<file path="src/rtl/uart_pkg.sv">
// rtl/uart_pkg.sv - shared UART timing defaults and receiver state encoding
//
// Purpose: one definition of bit timing and FSM states shared by the UART
// transmitter and receiver.
// Contents: CLK_PER_BIT_DEF, HALF_BIT_DEF (50 MHz / 9600 baud), rx_state_t.
package uart_pkg;

    localparam int CLK_PER_BIT_DEF = 5208;
    localparam int HALF_BIT_DEF    = 2604;

    typedef enum logic [2:0] {
        ST_IDLE  = 3'd0,
        ST_START = 3'd1,
        ST_DATA  = 3'd2,
        ST_STOP  = 3'd3,
        ST_BREAK = 3'd4
    } rx_state_t;

endpackage

</file>
<file path="src/rtl/uart_rx_if.sv">
// rtl/uart_rx_if.sv - receiver result interface
//
// Purpose: groups the received-byte outputs of uart_rx.
// Signals: data_out[7:0] last good byte, data_valid one-cycle strobe,
//          frame_err one-cycle strobe, busy receiver not idle.
// Modports: master (driven by uart_rx), slave (consumer).
interface uart_rx_if;

    logic [7:0] data_out;
    logic       data_valid;
    logic       frame_err;
    logic       busy;

    modport master (
        output data_out,
        output data_valid,
        output frame_err,
        output busy
    );

    modport slave (
        input data_out,
        input data_valid,
        input frame_err,
        input busy
    );

endinterface

</file>
<file path="src/rtl/uart_sync2.sv">
// rtl/uart_sync2.sv - two-flop synchronizer for the asynchronous serial line
//
// Purpose: brings rxd into the clk domain; resets to 1 so the line reads idle.
// Ports: clk, rst (sync, active-high), d async input, q synchronized output.
module uart_sync2 (
    input  logic clk,
    input  logic rst,
    input  logic d,
    output logic q
);

    logic meta;

    always_ff @(posedge clk) begin
        if (rst) begin
            meta <= 1'b1;
            q    <= 1'b1;
        end else begin
            meta <= d;
            q    <= meta;
        end
    end

endmodule

</file>
<file path="src/rtl/uart_rx.sv">
// rtl/uart_rx.sv - 8N1 UART receiver with mid-bit sampling and break handling
//
// Purpose: receives LSB-first 8N1 frames on rxd, reports good bytes and
// framing errors.
// Params: CLK_PER_BIT clocks per bit, HALF_BIT clocks to start-bit mid-point.
// Ports: clk, rst (sync, active-high), rxd async serial line (idle high),
//        rx_if (master): data_out, data_valid, frame_err, busy.
module uart_rx
    import uart_pkg::*;
#(
    parameter int CLK_PER_BIT = CLK_PER_BIT_DEF,
    parameter int HALF_BIT    = HALF_BIT_DEF
) (
    input  logic       clk,
    input  logic       rst,
    input  logic       rxd,
    uart_rx_if.master  rx_if
);

    localparam logic [15:0] BIT_END  = 16'(CLK_PER_BIT - 1);
    localparam logic [15:0] HALF_END = 16'(HALF_BIT - 1);

    logic        rxd_s;
    logic        rxd_prev;

    rx_state_t   state, state_n;
    logic [15:0] cnt, cnt_n;
    logic [2:0]  idx, idx_n;
    logic [7:0]  shreg, shreg_n;
    logic [7:0]  data_r, data_n;
    logic        dv_r, dv_n;
    logic        fe_r, fe_n;

    uart_sync2 u_sync (
        .clk (clk),
        .rst (rst),
        .d   (rxd),
        .q   (rxd_s)
    );

    always_ff @(posedge clk) begin
        if (rst) begin
            state    <= ST_IDLE;
            cnt      <= '0;
            idx      <= '0;
            shreg    <= '0;
            data_r   <= '0;
            dv_r     <= 1'b0;
            fe_r     <= 1'b0;
            rxd_prev <= 1'b1;
        end else begin
            state    <= state_n;
            cnt      <= cnt_n;
            idx      <= idx_n;
            shreg    <= shreg_n;
            data_r   <= data_n;
            dv_r     <= dv_n;
            fe_r     <= fe_n;
            // Tracked in every state so a falling edge in the very cycle STOP
            // hands back to IDLE is still seen as 1->0.
            rxd_prev <= rxd_s;
        end
    end

    always_comb begin
        state_n = state;
        cnt_n   = cnt + 16'd1;
        idx_n   = idx;
        shreg_n = shreg;
        data_n  = data_r;
        dv_n    = 1'b0;
        fe_n    = 1'b0;

        case (state)
            ST_IDLE: begin
                cnt_n = '0;
                if (rxd_prev && !rxd_s) begin
                    state_n = ST_START;
                end
            end

            ST_START: begin
                if (cnt == HALF_END) begin
                    cnt_n = '0;
                    if (!rxd_s) begin
                        idx_n   = '0;
                        state_n = ST_DATA;
                    end else begin
                        // Start bit gone by its mid-point: treat as a glitch.
                        state_n = ST_IDLE;
                    end
                end
            end

            ST_DATA: begin
                if (cnt == BIT_END) begin
                    cnt_n          = '0;
                    shreg_n[idx]   = rxd_s;
                    idx_n          = idx + 3'd1;
                    if (idx == 3'd7) begin
                        state_n = ST_STOP;
                    end
                end
            end

            ST_STOP: begin
                if (cnt == BIT_END) begin
                    cnt_n = '0;
                    if (rxd_s) begin
                        data_n  = shreg;
                        dv_n    = 1'b1;
                        state_n = ST_IDLE;
                    end else begin
                        fe_n    = 1'b1;
                        state_n = ST_BREAK;
                    end
                end
            end

            ST_BREAK: begin
                // Wait out a held-low line; no edge can start a frame here.
                cnt_n = '0;
                if (rxd_s) begin
                    state_n = ST_IDLE;
                end
            end

            default: begin
                cnt_n   = '0;
                state_n = ST_IDLE;
            end
        endcase
    end

    assign rx_if.data_out   = data_r;
    assign rx_if.data_valid = dv_r;
    assign rx_if.frame_err  = fe_r;
    assign rx_if.busy       = (state != ST_IDLE);

endmodule

</file>
<file path="src/flat_wrapper.sv">
// flat-port wrapper written by rule: the top's interface ports become plain ports
module uart_rx_flat import uart_pkg::*;
#(
    parameter int CLK_PER_BIT = CLK_PER_BIT_DEF,
    parameter int HALF_BIT    = HALF_BIT_DEF
)
  (clk, rst, rxd, rx_if_data_out, rx_if_data_valid, rx_if_frame_err, rx_if_busy);
  uart_rx_if rx_if_i ();
  input  logic clk;
  input  logic rst;
  input  logic rxd;
  output wire logic [$bits(rx_if_i.data_out)-1:0] rx_if_data_out;
  output wire logic [$bits(rx_if_i.data_valid)-1:0] rx_if_data_valid;
  output wire logic [$bits(rx_if_i.frame_err)-1:0] rx_if_frame_err;
  output wire logic [$bits(rx_if_i.busy)-1:0] rx_if_busy;
  assign rx_if_data_out = rx_if_i.data_out;
  assign rx_if_data_valid = rx_if_i.data_valid;
  assign rx_if_frame_err = rx_if_i.frame_err;
  assign rx_if_busy = rx_if_i.busy;
  uart_rx #(.CLK_PER_BIT(CLK_PER_BIT), .HALF_BIT(HALF_BIT)) u_core (.clk(clk), .rst(rst), .rxd(rxd), .rx_if(rx_if_i));
endmodule
</file>
<file path="config.mk">
export PLATFORM = sky130hd
export DESIGN_NAME = uart_rx_flat
export DESIGN_NICKNAME = d
export VERILOG_FILES = /design/src/rtl/uart_pkg.sv /design/src/rtl/uart_rx_if.sv /design/src/rtl/uart_sync2.sv /design/src/rtl/uart_rx.sv /design/src/flat_wrapper.sv
export SDC_FILE = /design/constraint.sdc
export NUM_CORES = 1
export LEC_CHECK = 0
export BUFFER_PORTS_ARGS = -buffer_cell sky130_fd_sc_hd__buf_2
export CAP_MARGIN = 20
export CORE_AREA = 2 2 65 67
export CTS_CLUSTER_SIZE = 25
export DETAILED_ROUTE_END_ITERATION = 10
export DIE_AREA = 0 0 67 69
export PLACE_DENSITY = 0.7
export SLEW_MARGIN = 40
export SYNTH_ARGS = -nofsm -noshare
export SYNTH_HDL_FRONTEND = slang
export SYNTH_SLANG_ARGS = --single-unit
</file>
<file path="constraint.sdc">
create_clock -name clk -period 2.2 [get_ports clk]
set_input_delay 0.22 -clock clk [delete_from_list [all_inputs] [get_ports clk]]
set_output_delay 0.22 -clock clk [all_outputs]
set_load 0.01 [all_outputs]
</file>
# Word-level counts from Yosys, hierarchy flattened
# Cells that the tools add are included.
[totals] reg_bits=43 latch_bits=0 mem_bits_rw=0 rom_bits=0 input_bits=3 output_inout_bits=11 elab_cells=63 n_memories=0
[classes] n_addsub=2 n_mul=0 div=0 order_cmp=2 n_eq_ne=14 shift=0 n_mux=21 n_bitwise=2 reduce_logical=12
[op_table] operator="$mux W16" count=2
[op_table] operator="$pmux W16 S2" count=1
[op_table] operator="$mux W3" count=10
[op_table] operator="$add A16 B1 Y16 const B" count=1
[op_table] operator="$eq A16 B12 Y1 const B" count=1
[op_table] operator="$eq A16 B13 Y1 const B" count=1
[op_table] operator="$pmux W3 S5" count=1
[op_table] operator="$ne A2 B1 Y1 const B" count=5
[op_table] operator="$bwmux W8" count=1
[op_table] operator="$eq A3 B2 Y1 const B" count=2
[op_table] operator="$eq A3 B3 Y1 const B" count=2
[op_table] operator="$pmux W3 S2" count=1
[op_table] operator="$reduce_and A6 Y1" count=1
[op_table] operator="$lt A3 B4 Y1 const B" count=1
[op_table] operator="$ne A2 B2 Y1 const B" count=2
[op_table] operator="$reduce_and A4 Y1" count=1
[op_table] operator="$add A3 B1 Y3 const B" count=1
[op_table] operator="$demux W1 S3" count=1
[op_table] operator="$eq A3 B1 Y1 const B" count=1
[op_table] operator="$ge A3 B1 Y1 const B" count=1
[op_table] operator="$logic_not A3 Y1" count=1
[op_table] operator="$mux W1" count=3
[op_table] operator="$reduce_and A3 Y1" count=1
[op_table] operator="$reduce_bool A3 Y1" count=1
[op_table] operator="other kinds (8)" count=10

# Depth between registers and ports, before layout
# Gate-level depths: netlist (run 1).
[depth] ltp_word=5 mapped_depth=6 mapped_depth_nobuf=5

# Cells and area by module
# Synthesis (run 1) repeated with hierarchy kept, for this count alone.
[hier_totals] cells_unflattened=217 area_unflattened_um2=2011.9
[by_module_without_submodules] module="uart_rx" instances=1 cells_per_inst=213 area_per_inst_um2=1959.4 seq_area_each_um2=820.8
[by_module_without_submodules] module="uart_sync2" instances=1 cells_per_inst=4 area_per_inst_um2=52.6 seq_area_each_um2=40.0

# Worst setup path before layout (run 1)
# OpenSTA, ideal clock, no wires.
[synth_timing] path_kind="register -> register" startpoint="register u_core.cnt[0]" endpoint="register u_core.shreg[5]" setup_ps=70 t_arrival_ps=1755 required_time_ps=2130 path_slack_ps=374 stages_incl_launch_ff=7 n_path_buf=1 period_less_slack_ps=1826 cell_sequence="dfxtp_1 ha_1 nor4b_4 nand3_2 buf_2 or4_1 a21oi_1"
[synth_between] elab_chain_len=2
[synth_rtl] element="start, declared" line="uart_rx.sv:27" rtl="logic [15:0] cnt, cnt_n;"
[synth_rtl] element="start signal, assigned" line="uart_rx.sv:53" rtl="cnt <= cnt_n;"
[synth_rtl] element="$eq A16 B13 Y1" line="uart_rx.sv:96" rtl="if (cnt == BIT_END) begin"
[synth_rtl] element="$reduce_and A2 Y1 (no source line)"
[synth_rtl] element="end signal, assigned" line="uart_rx.sv:55" rtl="shreg <= shreg_n;"
[synth_rtl] element="end, declared" line="uart_rx.sv:29" rtl="logic [7:0] shreg, shreg_n;"
# No other way between the ends.
# A chain may end at the register's enable or synchronous reset.

# Worst setup path after layout (run 1)
[layout_timing] startpoint="register u_core.cnt[0]" endpoint="register u_core.shreg[3]"
# The elaborated chain is that of the path after synthesis.

==> out/metrics.csv, run 1 <==
stage,metric,value,unit
outcome,status,finished clean,
yosys,ys_ff_latch,43,
die,fp.dieH,69,um
clock_network,clk_path_buf_depth,2,
yosys,synth_most_common_cell,dfxtp_1,
drt,first_iter_violations,206,
pwr,peakVddDrop,0.309,mV
worst_setup_path,cp_max_fo,12,
die,core.rowCount,23,
cells_and_area,finalNetCount,245,
sta,whs,0.102,ns
yosys,seq_area_frac_synth,0.424,
yosys,synth_nets,232,
drt,dr.pass1.iters,4,
global_routing,grt_max_degree,29,
min_path,min_from,rxd,
min_path,hold_path_class,in2reg,
sta,fmax,511,MHz
clock_network,path_clk_slew,0.07,ns
worst_setup_path,crit_path_start_kind,flop,
placement,place.gp.congestion,0.767,
clock_network,insertion_delay,0.30,ns
die,die_area,4620,um2
clock_network,root_buffer,clkbuf_8,
sta,finalHoldViolations,0,
drt,drc,0,
cells_and_area,synthToLayoutAreaGrowth,10.2,%
drt,vias,1679,
yosys,syn-cell-area,2030,um2
worst_setup_path,r2r_start,u_core.cnt[0],
yosys,async_reset_ff_frac,0,
yosys,yosys_most_used_dff,dfxtp_1,
sta,slew_headroom,0.631,
global_routing,antenna_found_initial,0,
worst_setup_path,regToRegSetupSlack,0.24,ns
global_routing,grt.total_usage,0.191,
die,initial_utilization,0.518,
yosys,ys_warn_count,0,
flow_run,drv_cap,0,
die,fp.dieW,67,um
die,pin_count,14,
placement,port_buffers,13,
worst_setup_path,crit_required,2.43,ns
yosys,synth.distinct_cells,43,
worst_setup_path,crit_arrival,2.18,ns
cells_and_area,antenna_cells,0,
yosys,synth_area_leaders,"dfxtp_1, o31ai_1, nor2_1",
sta,rsz0062_at_grt,false,
sta,period_needed,1.96,ns
pwr,p_per_area,587,nW/um2
yosys,yosys.area.top_type_share,0.424,
cells_and_area,drive_gt1_frac,0.142,
sta,finalClockSkew,0.00545,ns
pwr,leakagePower,0.000747,uW
yosys,syn_inst,226,
sta,tightest_slew,0.546,ns
clock_network,htreeDepth,2,
drt,drt_wl_total,4020,um
worst_setup_path,worst-setup-path-type,reg2reg,
drt,wl_per_cell,13.9,um
drt,ant_nets,0,
yosys,synth_edf_count,0,
yosys,synth_top_cell_by_area,dfxtp_1,
worst_setup_path,endpoint_kind,flop,
global_routing,grt_pass1_wl,6890,um
worst_setup_path,cp-startpoint,u_core.cnt[0],
yosys,synth.avg_cell_area,8.97,um2
die,coreArea,3910,um2
sta,min_period_over_period,0.889,
placement,place_hpwl,2760,um
clock_network,cts_tree,done,
sta,finalSetupTns,0,ns
clock_network,cts_buffers,5,
sta,setup_viol_count_final,0,
yosys,synth_common_cells,"dfxtp_1, nor2_1, a21oi_1",
clock_network,cts_num_sinks,43,
sta,final_max_slew_viol_count,0,
global_routing,grt_pass1_vias,1487,
drt,vias_per_cell,5.81,
global_routing,grt-ovfl-total,0,
[critical path: stages (launching register included)]
cell and delay (ns):
dfxtp_1 0.39, ha_1 0.23, nor4b_4 0.32, nand3_2 0.27, or4_1 0.53, a21oi_1 0.15
[layer usage]
layer / wire length [um] / vias to the layer above / GRT usage
met1: 2030 / 787 / 0.284
li1: - / 852 / -
met5: 0 / - / 0
met4: 71 / 0 / 0.0703
met2: 1710 / 34 / 0.261
met3: 209 / 6 / 0.0506
[path summary, 6_finish.rpt]
path	endpoint	cells past startpoint
worst max-delay path	u_core.shreg[3]	5
worst min-delay path	u_core.u_sync.meta	2
worst max register to register	u_core.shreg[3]	5
worst min register to register	u_core.u_sync.q	1
[cells by family (layout without fill, tap and decap cells)]
kind of cell | after synthesis | count (layout) | share of synthesized area
buf+inv | 19 | 32 | 0.0376
simple gates | 106 | 106 | 0.322
fa+ha+maj | 3 | 3 | 0.0185
mux | 4 | 4 | 0.0197
xor+xnor | 13 | 13 | 0.0561
compound gates | 38 | 38 | 0.122
flops | 43 | 43 | 0.424
[sequential cells by signal, indices dropped and copies added (netlist names)]
register and flops:
u_core.u_sync.q 1, u_core.shreg 8, u_core.u_sync.meta 1, u_core.rx_if.data_out 8, u_core.rxd_prev 1, u_core.rx_if.frame_err 1, u_core.state 3, u_core.idx 3
u_core.cnt 16, u_core.rx_if.data_valid 1
[per-stage QoR]
stage	util	instances	power (uW)	cell area (um2)	worst slack, ns
floorplan	-	226	822	2030	0.374
global placement	0.545	280	830	2130	0.242
detailed placement	0.545	280	830	2130	0.196
CTS	0.567	287	1320	2220	0.173
global route	0.571	289	1360	2230	0.0800
finish	0.571	289	1310	2230	0.244
[report_power, final]
| part | internal [uW] | leakage, uW | switching [uW] | total (uW) |
|---|---|---|---|---|
| logic | 10.2 | 0.000353 | 18.0 | 28.2 |
| clock network | 246 | 0.0000470 | 254 | 500 |
| registers | 781 | 0.000347 | 2.02 | 783 |
[cells in the final DEF (no fill, tap or decap), types with 3 or more instances in the layout]
cell type / count
nor2_1: 21
or3_1: 3
o31ai_1: 12
nand2b_1: 11
dfxtp_1: 43
nor4b_1: 3
xor2_1: 4
o21ai_0: 3
nor3_1: 6
nand3_1: 7
clkbuf_8: 6
nor4_1: 4
mux2i_1: 4
a21oi_1: 15
xnor2_1: 9
and4_1: 4
or2_2: 3
or4_1: 6
inv_1: 6
ha_1: 3
nand4_1: 12
buf_4: 6
buf_2: 13
nand2_1: 9
[layout make-up]
| cell class | count | area, um2 |
|---|---|---|
| fill | 370 | 1680 |
| multi-input combinational | 164 | 1090 |
| sequential | 43 | 861 |
| timing repair buffer | 19 | 110 |
| clock buffer | 6 | 82.6 |
| tap | 50 | 62.6 |
| inverter | 6 | 22.5 |
| clock inverter | 1 | 5.00 |
[repair_timing]
item,in CTS,in global routing
setup buffers,0,2
hold buffers,0,0
setup endpoints to repair,0,3
gates resized for setup,0,0
No activity file was read; power rests on OpenSTA's default activity.
==> inputs of run 2 (changes only) <==
- ABC_AREA: not set -> 1
- PLACE_DENSITY: 0.7 -> 0.69
==> run 2 against run 1 <==
Net effect: sequential power is 7.3% higher; count of clock-buffer cells in the layout is the same; non-clock buffer count shrank 5; clock skew fell by 0.0034 ns; hold slack gained 0.0026 ns; final cell count is 18% higher; wire length is 3.5% lower; first-iteration DRC count decreased by 61%; highest routed layer unchanged; largest cell class unchanged; largest power group unchanged; critical path depth increased by 5; design area decreased by 1.1%; fmax increased by 8.4%; synthesized cell count increased by 23%.
==> out/metrics.csv, run 2 <==
stage,metric,value,unit,change
outcome,status,finished clean,,
worst_setup_path,crit_required,2.39,ns,-0.04 ns
yosys,ys_warn_count,0,,unchanged
clock_network,root_buffer,clkbuf_8,,
sta,fmax,554,MHz,+8.4%
pwr,peakVddDrop,0.567,mV,+84%
clock_network,clk_path_buf_depth,2,,unchanged
clock_network,cts_buffers,5,,unchanged
min_path,min_from,rxd,,
sta,finalSetupTns,0,ns,unchanged
yosys,synth-simple-area-share,0.310,,-0.0116
cells_and_area,fillCellCount,396,,+7.0%
worst_setup_path,r2r_cells,10,,+5
global_routing,grt.total_usage,0.184,,-0.00710
yosys,synth_top_family_by_area,simple AND/OR/NAND/NOR gates,,
min_path,worstHoldEndpoint,u_core.u_sync.meta,,
worst_setup_path,critPathMaxStageDelay,0.36,ns,-0.17 ns
worst_setup_path,regToRegSetupSlack,0.40,ns,+0.15 ns
min_path,hold_path_class,in2reg,,
flow_run,drv_cap,0,,unchanged
sta,period_needed,1.80,ns,-0.152 ns
yosys,syn-cell-area,2020,um2,-0.43%
drt,wl_per_cell,11.3,um,-18%
sta,final_max_slew_viol_count,0,,unchanged
global_routing,antenna_found_initial,0,,unchanged
clock_network,cts_resized,0,,unchanged
sta,finalClockSkew,0.00207,ns,-0.00337 ns
drt,first_iter_violations,81,,-61%
sta,finalHoldViolations,0,,unchanged
clock_network,htreeDepth,2,,unchanged
cells_and_area,antenna_cells,0,,unchanged
worst_setup_path,crit_family,simple AND/OR/NAND/NOR gates,,
placement,place_hpwl,2820,um,+2.1%
sta,slew_headroom,0.698,,+0.0670
cells_and_area,drive_gt1_frac,0.116,,-0.0258
yosys,synth.avg_cell_area,7.26,um2,-19%
worst_setup_path,crit_arrival,1.99,ns,-0.19 ns
clock_network,path_clk_slew,0.08,ns,about the same
placement,port_buffers,13,,unchanged
yosys,async_reset_ff_frac,0,,unchanged
yosys,synth_top_cell_by_area,dfxtp_1,,
yosys,synth.distinct_cells,27,,-37%
yosys,synth_area_leaders,"dfxtp_1, nor2_1, nand2_1",,
sta,setup_viol_count_final,0,,unchanged
die,fp.dieH,69,um,unchanged
placement,place.gp.congestion,0.858,,+12%
min_path,worstHoldPathCells,2,,unchanged
die,die_area,4620,um2,unchanged
drt,dr.pass1.iters,4,,unchanged
yosys,yosys_most_used_dff,dfxtp_1,,
yosys,synth_xor_area_frac,0.0564,,+0.000243
cells_and_area,largest_reg_flops,16,,unchanged
worst_setup_path,worst-setup-path-type,reg2reg,,
cells_and_area,finalNetCount,298,,+22%
die,fp.dieW,67,um,unchanged
worst_setup_path,r2r_start,u_core.cnt[0],,
pwr,finalPower,1880,uW,+43%
yosys,synth_nets,284,,+22%
drt,ant_nets,0,,unchanged
sta,tightest_slew,0.452,ns,-0.0934 ns
die,core.rowCount,23,,unchanged
worst_setup_path,crit_path_start_kind,flop,,
worst_setup_path,crit_chain,ha_1 -> nand2_1 -> inv_1 -> nand2_1 -> nor2_2 -> nand2_4 -> nor2_2 -> nand3_1 -> o21ai_1 -> nor2_1,,
clock_network,cts_setup_buffers,0,,unchanged
drt,drc,0,,unchanged
yosys,synth-compound-area-share,0.105,,-0.0162
drt,vias_per_cell,4.94,,-15%
global_routing,grt_pass1_vias,1440,,-3.2%
yosys,yosys.area.top_type_share,0.426,,+0.00184
sta,min_period_over_period,0.820,,-0.0691
drt,vias,1691,,+0.71%
pwr,p_per_area,851,nW/um2,+45%
cells_and_area,layout_commonest_cell,nor2_1,,
sta,rsz0062_at_grt,false,,
worst_setup_path,cp_max_fo,11,,-1
worst_setup_path,r2r-end,u_core.shreg[1],,
yosys,ys_ff_latch,43,,unchanged
global_routing,grt-ovfl-total,0,,unchanged
yosys,synth_common_cells,"nor2_1, dfxtp_1, nand2_1",,
clock_network,cts_tree,done,,
cells_and_area,mostFrequentLayoutCells,"nor2_1, nand2_1, dfxtp_1, inv_1",,
clock_network,cts_num_sinks,43,,unchanged
sta,whs,0.105,ns,+0.00262 ns
cells_and_area,regMostFlops,u_core.cnt,,
pwr,leakagePower,0.000926,uW,+24%
cells_and_area,fin_util,0.565,,-0.00639
cells_and_area,synthToLayoutAreaGrowth,9.42,%,
die,initial_utilization,0.516,,-0.00224
die,coreArea,3910,um2,unchanged
worst_setup_path,slowest_stage,dfxtp_1,,
drt,drt_wl_total,3880,um,-3.5%
worst_setup_path,worst-path-buf-inv,1,,+1
yosys,synth_edf_count,0,,unchanged
global_routing,grt_max_degree,20,,-31%
yosys,synth.area.mux_share,0,,-0.0197
yosys,post_synth_fa_ha_maj_area_fraction,0.0186,,+0.0000803
yosys,seq_area_frac_synth,0.426,,+0.00184
worst_setup_path,endpoint_kind,flop,,
die,pin_count,14,,unchanged
yosys,syn_inst,278,,+23%
clock_network,insertion_delay,0.29,ns,about the same
yosys,synth_most_common_cell,nor2_1,,
clock_network,holdBufCountCts,0,,unchanged
global_routing,grt_pass1_wl,6600,um,-4.2%
## run 2: power breakdown
group	internal, uW	switching, uW	total, uW
logic	157	297	454
registers	809	31.9	840
clock network	333	254	587
## run 2: kinds of logic (layout without fill, tap and decap cells)
kind of cell | after synthesis | count (layout)
adder cells (fa/ha/maj) | 3 | 3
AND/OR/NAND/NOR | 139 | 139
AO/OA/AOI/OAI | 41 | 41
flip-flops | 43 | 43
buffers and inverters | 39 | 53
XOR/XNOR | 13 | 13
## run 2: stage by stage
stage               instance area, um2  worst slack, ns  instances
finish                            2210            0.396        342
floorplan                         2020            0.677        278
global placement                  2110            0.480        335
detailed placement                2110            0.416        335
CTS                               2210            0.407        342
global route                      2210            0.132        342
## run 2: worst max-delay path by stage
stage | endpoint | startpoint | depth (start not counted)
5_1_grt | u_core.shreg[5] | u_core.cnt[0] | 10
3_5_place_dp | u_core.shreg[7] | u_core.cnt[0] | 10
3_3_place_gp | u_core.shreg[7] | u_core.cnt[0] | 10
4_1_cts | u_core.shreg[7] | u_core.cnt[0] | 10
2_1_floorplan | u_core.cnt[2] | u_core.cnt[0] | 13
6_report | u_core.shreg[1] | u_core.cnt[0] | 10
## run 2: area by class of cell
| type | instances | area, um2 | area share |
|---|---|---|---|
| multi-input cells | 196 | 991 | 0.448 |
| flip-flops and latches | 43 | 861 | 0.390 |
| inverters | 32 | 120 | 0.0544 |
| clock buffers | 6 | 72.6 | 0.0328 |
| repair buffers | 14 | 72.6 | 0.0328 |
| well taps | 50 | 62.6 | 0.0283 |
| clock inverters | 1 | 30.0 | 0.0136 |
## run 2: per-layer routing
| metal | GRT usage | wire length [um] | up-vias |
|---|---|---|---|
| met5 | 0 | 0 | - |
| met4 | 0.0544 | 40 | 0 |
| met3 | 0.0636 | 147 | 7 |
| met2 | 0.274 | 1790 | 28 |
| met1 | 0.249 | 1910 | 745 |
| li1 | - | - | 911 |
## run 2: worst register-to-register path: cells and delay by family (launching register included)
family | cells | cell delay [ns]
compound gates | 1 | 0.14
fa+ha+maj | 1 | 0.21
buf+inv | 1 | 0.06
flops | 1 | 0.36
simple gates | 7 | 0.93
==> inputs of run 3 (changes only) <==
- clock period: 2.2 -> 1.83 ns (I/O delays scaled with it)
==> run 3 against run 2 <==
Net effect: clock power up 50%; fmax is 11% higher; power rose by 30%; final cell count grew 2.6%; sequential cell count stayed put; register-to-register slack lost 0.19 ns; die area did not move; sequential share of layout area decreased by 2.0 points; via count rose by 1.4%; clock skew rose by 0.0065 ns; combinational power up 22%; non-clock buffer count rose by 7; critical endpoint is now u_core.cnt[12]; largest cell class unchanged.
==> out/metrics.csv, run 3 (synthesis gave the netlist of run 2 again) <==
stage,metric,value,unit,change
cells_and_area,regMostFlops,u_core.cnt,,
worst_setup_path,crit_path_start_kind,flop,,
global_routing,grt.total_usage,0.183,,-0.000271
worst_setup_path,worst-setup-path-type,reg2reg,,
min_path,hold_path_class,in2reg,,
die,pin_count,14,,unchanged
clock_network,root_buffer,clkbuf_8,,
sta,whs,0.0596,ns,-0.0451 ns
die,fp.dieH,69,um,unchanged
clock_network,insertion_delay,0.31,ns,+0.02 ns
global_routing,grt_pass1_wl,6590,um,-0.11%
worst_setup_path,crit_required,2.03,ns,-0.36 ns
die,fp.dieW,67,um,unchanged
global_routing,antenna_found_initial,0,,unchanged
pwr,leakagePower,0.000975,uW,+5.3%
sta,finalSetupTns,0,ns,unchanged
sta,setup_viol_count_final,0,,unchanged
pwr,p_per_area,1050,nW/um2,+24%
clock_network,htreeDepth,2,,unchanged
cells_and_area,largest_reg_flops,16,,unchanged
global_routing,grt_max_degree,20,,unchanged
cells_and_area,mostFrequentLayoutCells,"nor2_1, dfxtp_1, nand2_1, inv_1, nand3_1",,
placement,port_buffers,13,,unchanged
die,die_area,4620,um2,unchanged
sta,final_max_slew_viol_count,0,,unchanged
placement,place.gp.congestion,0.879,,+2.4%
sta,finalHoldViolations,0,,unchanged
drt,drc,0,,unchanged
drt,wl_per_cell,11.1,um,-2.5%
cells_and_area,synthToLayoutAreaGrowth,15.2,%,
placement,placed_area,2140,um2,+1.4%
cells_and_area,fillCellCount,377,,-4.8%
drt,ant_nets,0,,unchanged
clock_network,holdBufCountCts,0,,unchanged
cells_and_area,finalNetCount,306,,+2.7%
sta,slew_headroom,0.673,,-0.0249
clock_network,cts_buffers,5,,unchanged
cells_and_area,drive_gt1_frac,0.153,,+0.0364
min_path,min_from,rxd,,
cells_and_area,antenna_cells,0,,unchanged
sta,finalClockSkew,0.00855,ns,+0.00648 ns
worst_setup_path,endpoint_kind,flop,,
worst_setup_path,cp_max_fo,16,,+5
worst_setup_path,crit_arrival,1.82,ns,-0.17 ns
die,core.rowCount,23,,unchanged
sta,fmax,617,MHz,+11%
cells_and_area,finalInstanceArea,2330,um2,+5.3%
global_routing,grt_pass1_vias,1517,,+5.3%
clock_network,cts_num_sinks,43,,unchanged
drt,vias,1714,,+1.4%
drt,dr.pass1.iters,4,,unchanged
sta,min_period_over_period,0.886,,+0.0658
die,initial_utilization,0.516,,unchanged
worst_setup_path,r2r_start,u_core.cnt[0],,
die,coreArea,3910,um2,unchanged
clock_network,clk_path_buf_depth,2,,unchanged
drt,vias_per_cell,4.88,,-1.2%
sta,rsz0062_at_grt,false,,
flow_run,drv_cap,0,,unchanged
pwr,peakVddDrop,0.874,mV,+54%
cells_and_area,layout_commonest_cell,nor2_1,,
outcome,status,finished clean,,
clock_network,path_clk_slew,0.08,ns,about the same
placement,place_hpwl,2730,um,-3.0%
clock_network,cts_tree,done,,
sta,period_needed,1.62,ns,-0.183 ns
sta,tightest_slew,0.490,ns,+0.0374 ns
global_routing,grt-ovfl-total,0,,unchanged
drt,first_iter_violations,127,,+57%
drt,drt_wl_total,3880,um,about the same
worst_setup_path,cp-startpoint,u_core.cnt[0],,
-- run 3: cell type report --
cell class                      instances  area (um2)  share of cell area
Multi-Input combinational cell        197        1020               0.439
Sequential cell                        43         861               0.370
Timing Repair Buffer                   21         125              0.0538
Inverter                               32         120              0.0516
Clock buffer                            5        68.8              0.0296
Clock inverter                          3        67.6              0.0290
Tap cell                               50        62.6              0.0269
-- run 3: per-stage QoR --
step,worst slack (ns),power [uW],util,std cells
after CTS,0.0673,2460,0.581,347
after global routing,0.0237,2580,0.595,351
after detailed placement,0.0720,1580,0.546,339
after global placement,0.130,1580,0.546,339
after floorplan,0.307,1490,-,278
final,0.209,2450,0.595,351
-- run 3: report_power, final --
| part | total, uW | switching [uW] | leakage (uW) | internal [uW] |
|---|---|---|---|---|
| clock network | 882 | 338 | 0.0000644 | 544 |
| logic | 555 | 364 | 0.000563 | 190 |
| registers | 1010 | 38.3 | 0.000347 | 972 |
| total | 2450 | 741 | 0.000975 | 1710 |
-- run 3: timing repair --
| action | 4_1_cts | 5_1_grt |
|---|---|---|
| resized for setup | 0 | 6 |
| endpoints found under the hold margin | 0 | 0 |
| setup buffers | 0 | 3 |
| endpoints found under the setup margin | 0 | 9 |
-- run 3: final timing paths --
path                                      endpoint  slack [ns]  depth (start not counted)
worst min register to register     u_core.u_sync.q        0.41                          1
worst max register to register      u_core.cnt[12]        0.21                         12
worst max-delay path                u_core.cnt[12]        0.21                         12
worst min-delay path            u_core.u_sync.meta        0.06                          2
-- run 3: worst max-delay path: stages (launching register included) --
cell and delay (ns):
dfxtp_1 0.39, ha_4 0.16, nand2_1 0.05, inv_1 0.07, nand2_1 0.08, nor2_4 0.13, nand2_4 0.12, nand2_4 0.10
nand2_4 0.06, inv_2 0.06, nand2_2 0.06, nand2_4 0.16, nor2_1 0.07
-- run 3: layer usage --
| layer | vias up | part of all wire | GRT usage |
|---|---|---|---|
| met3 | 5 | 0.025 | 0.0506 |
| met1 | 772 | 0.47 | 0.243 |
| met2 | 13 | 0.48 | 0.277 |
| met4 | 0 | 0.020 | 0.0771 |
| li1 | 924 | - | - |
| met5 | - | 0 | 0 |
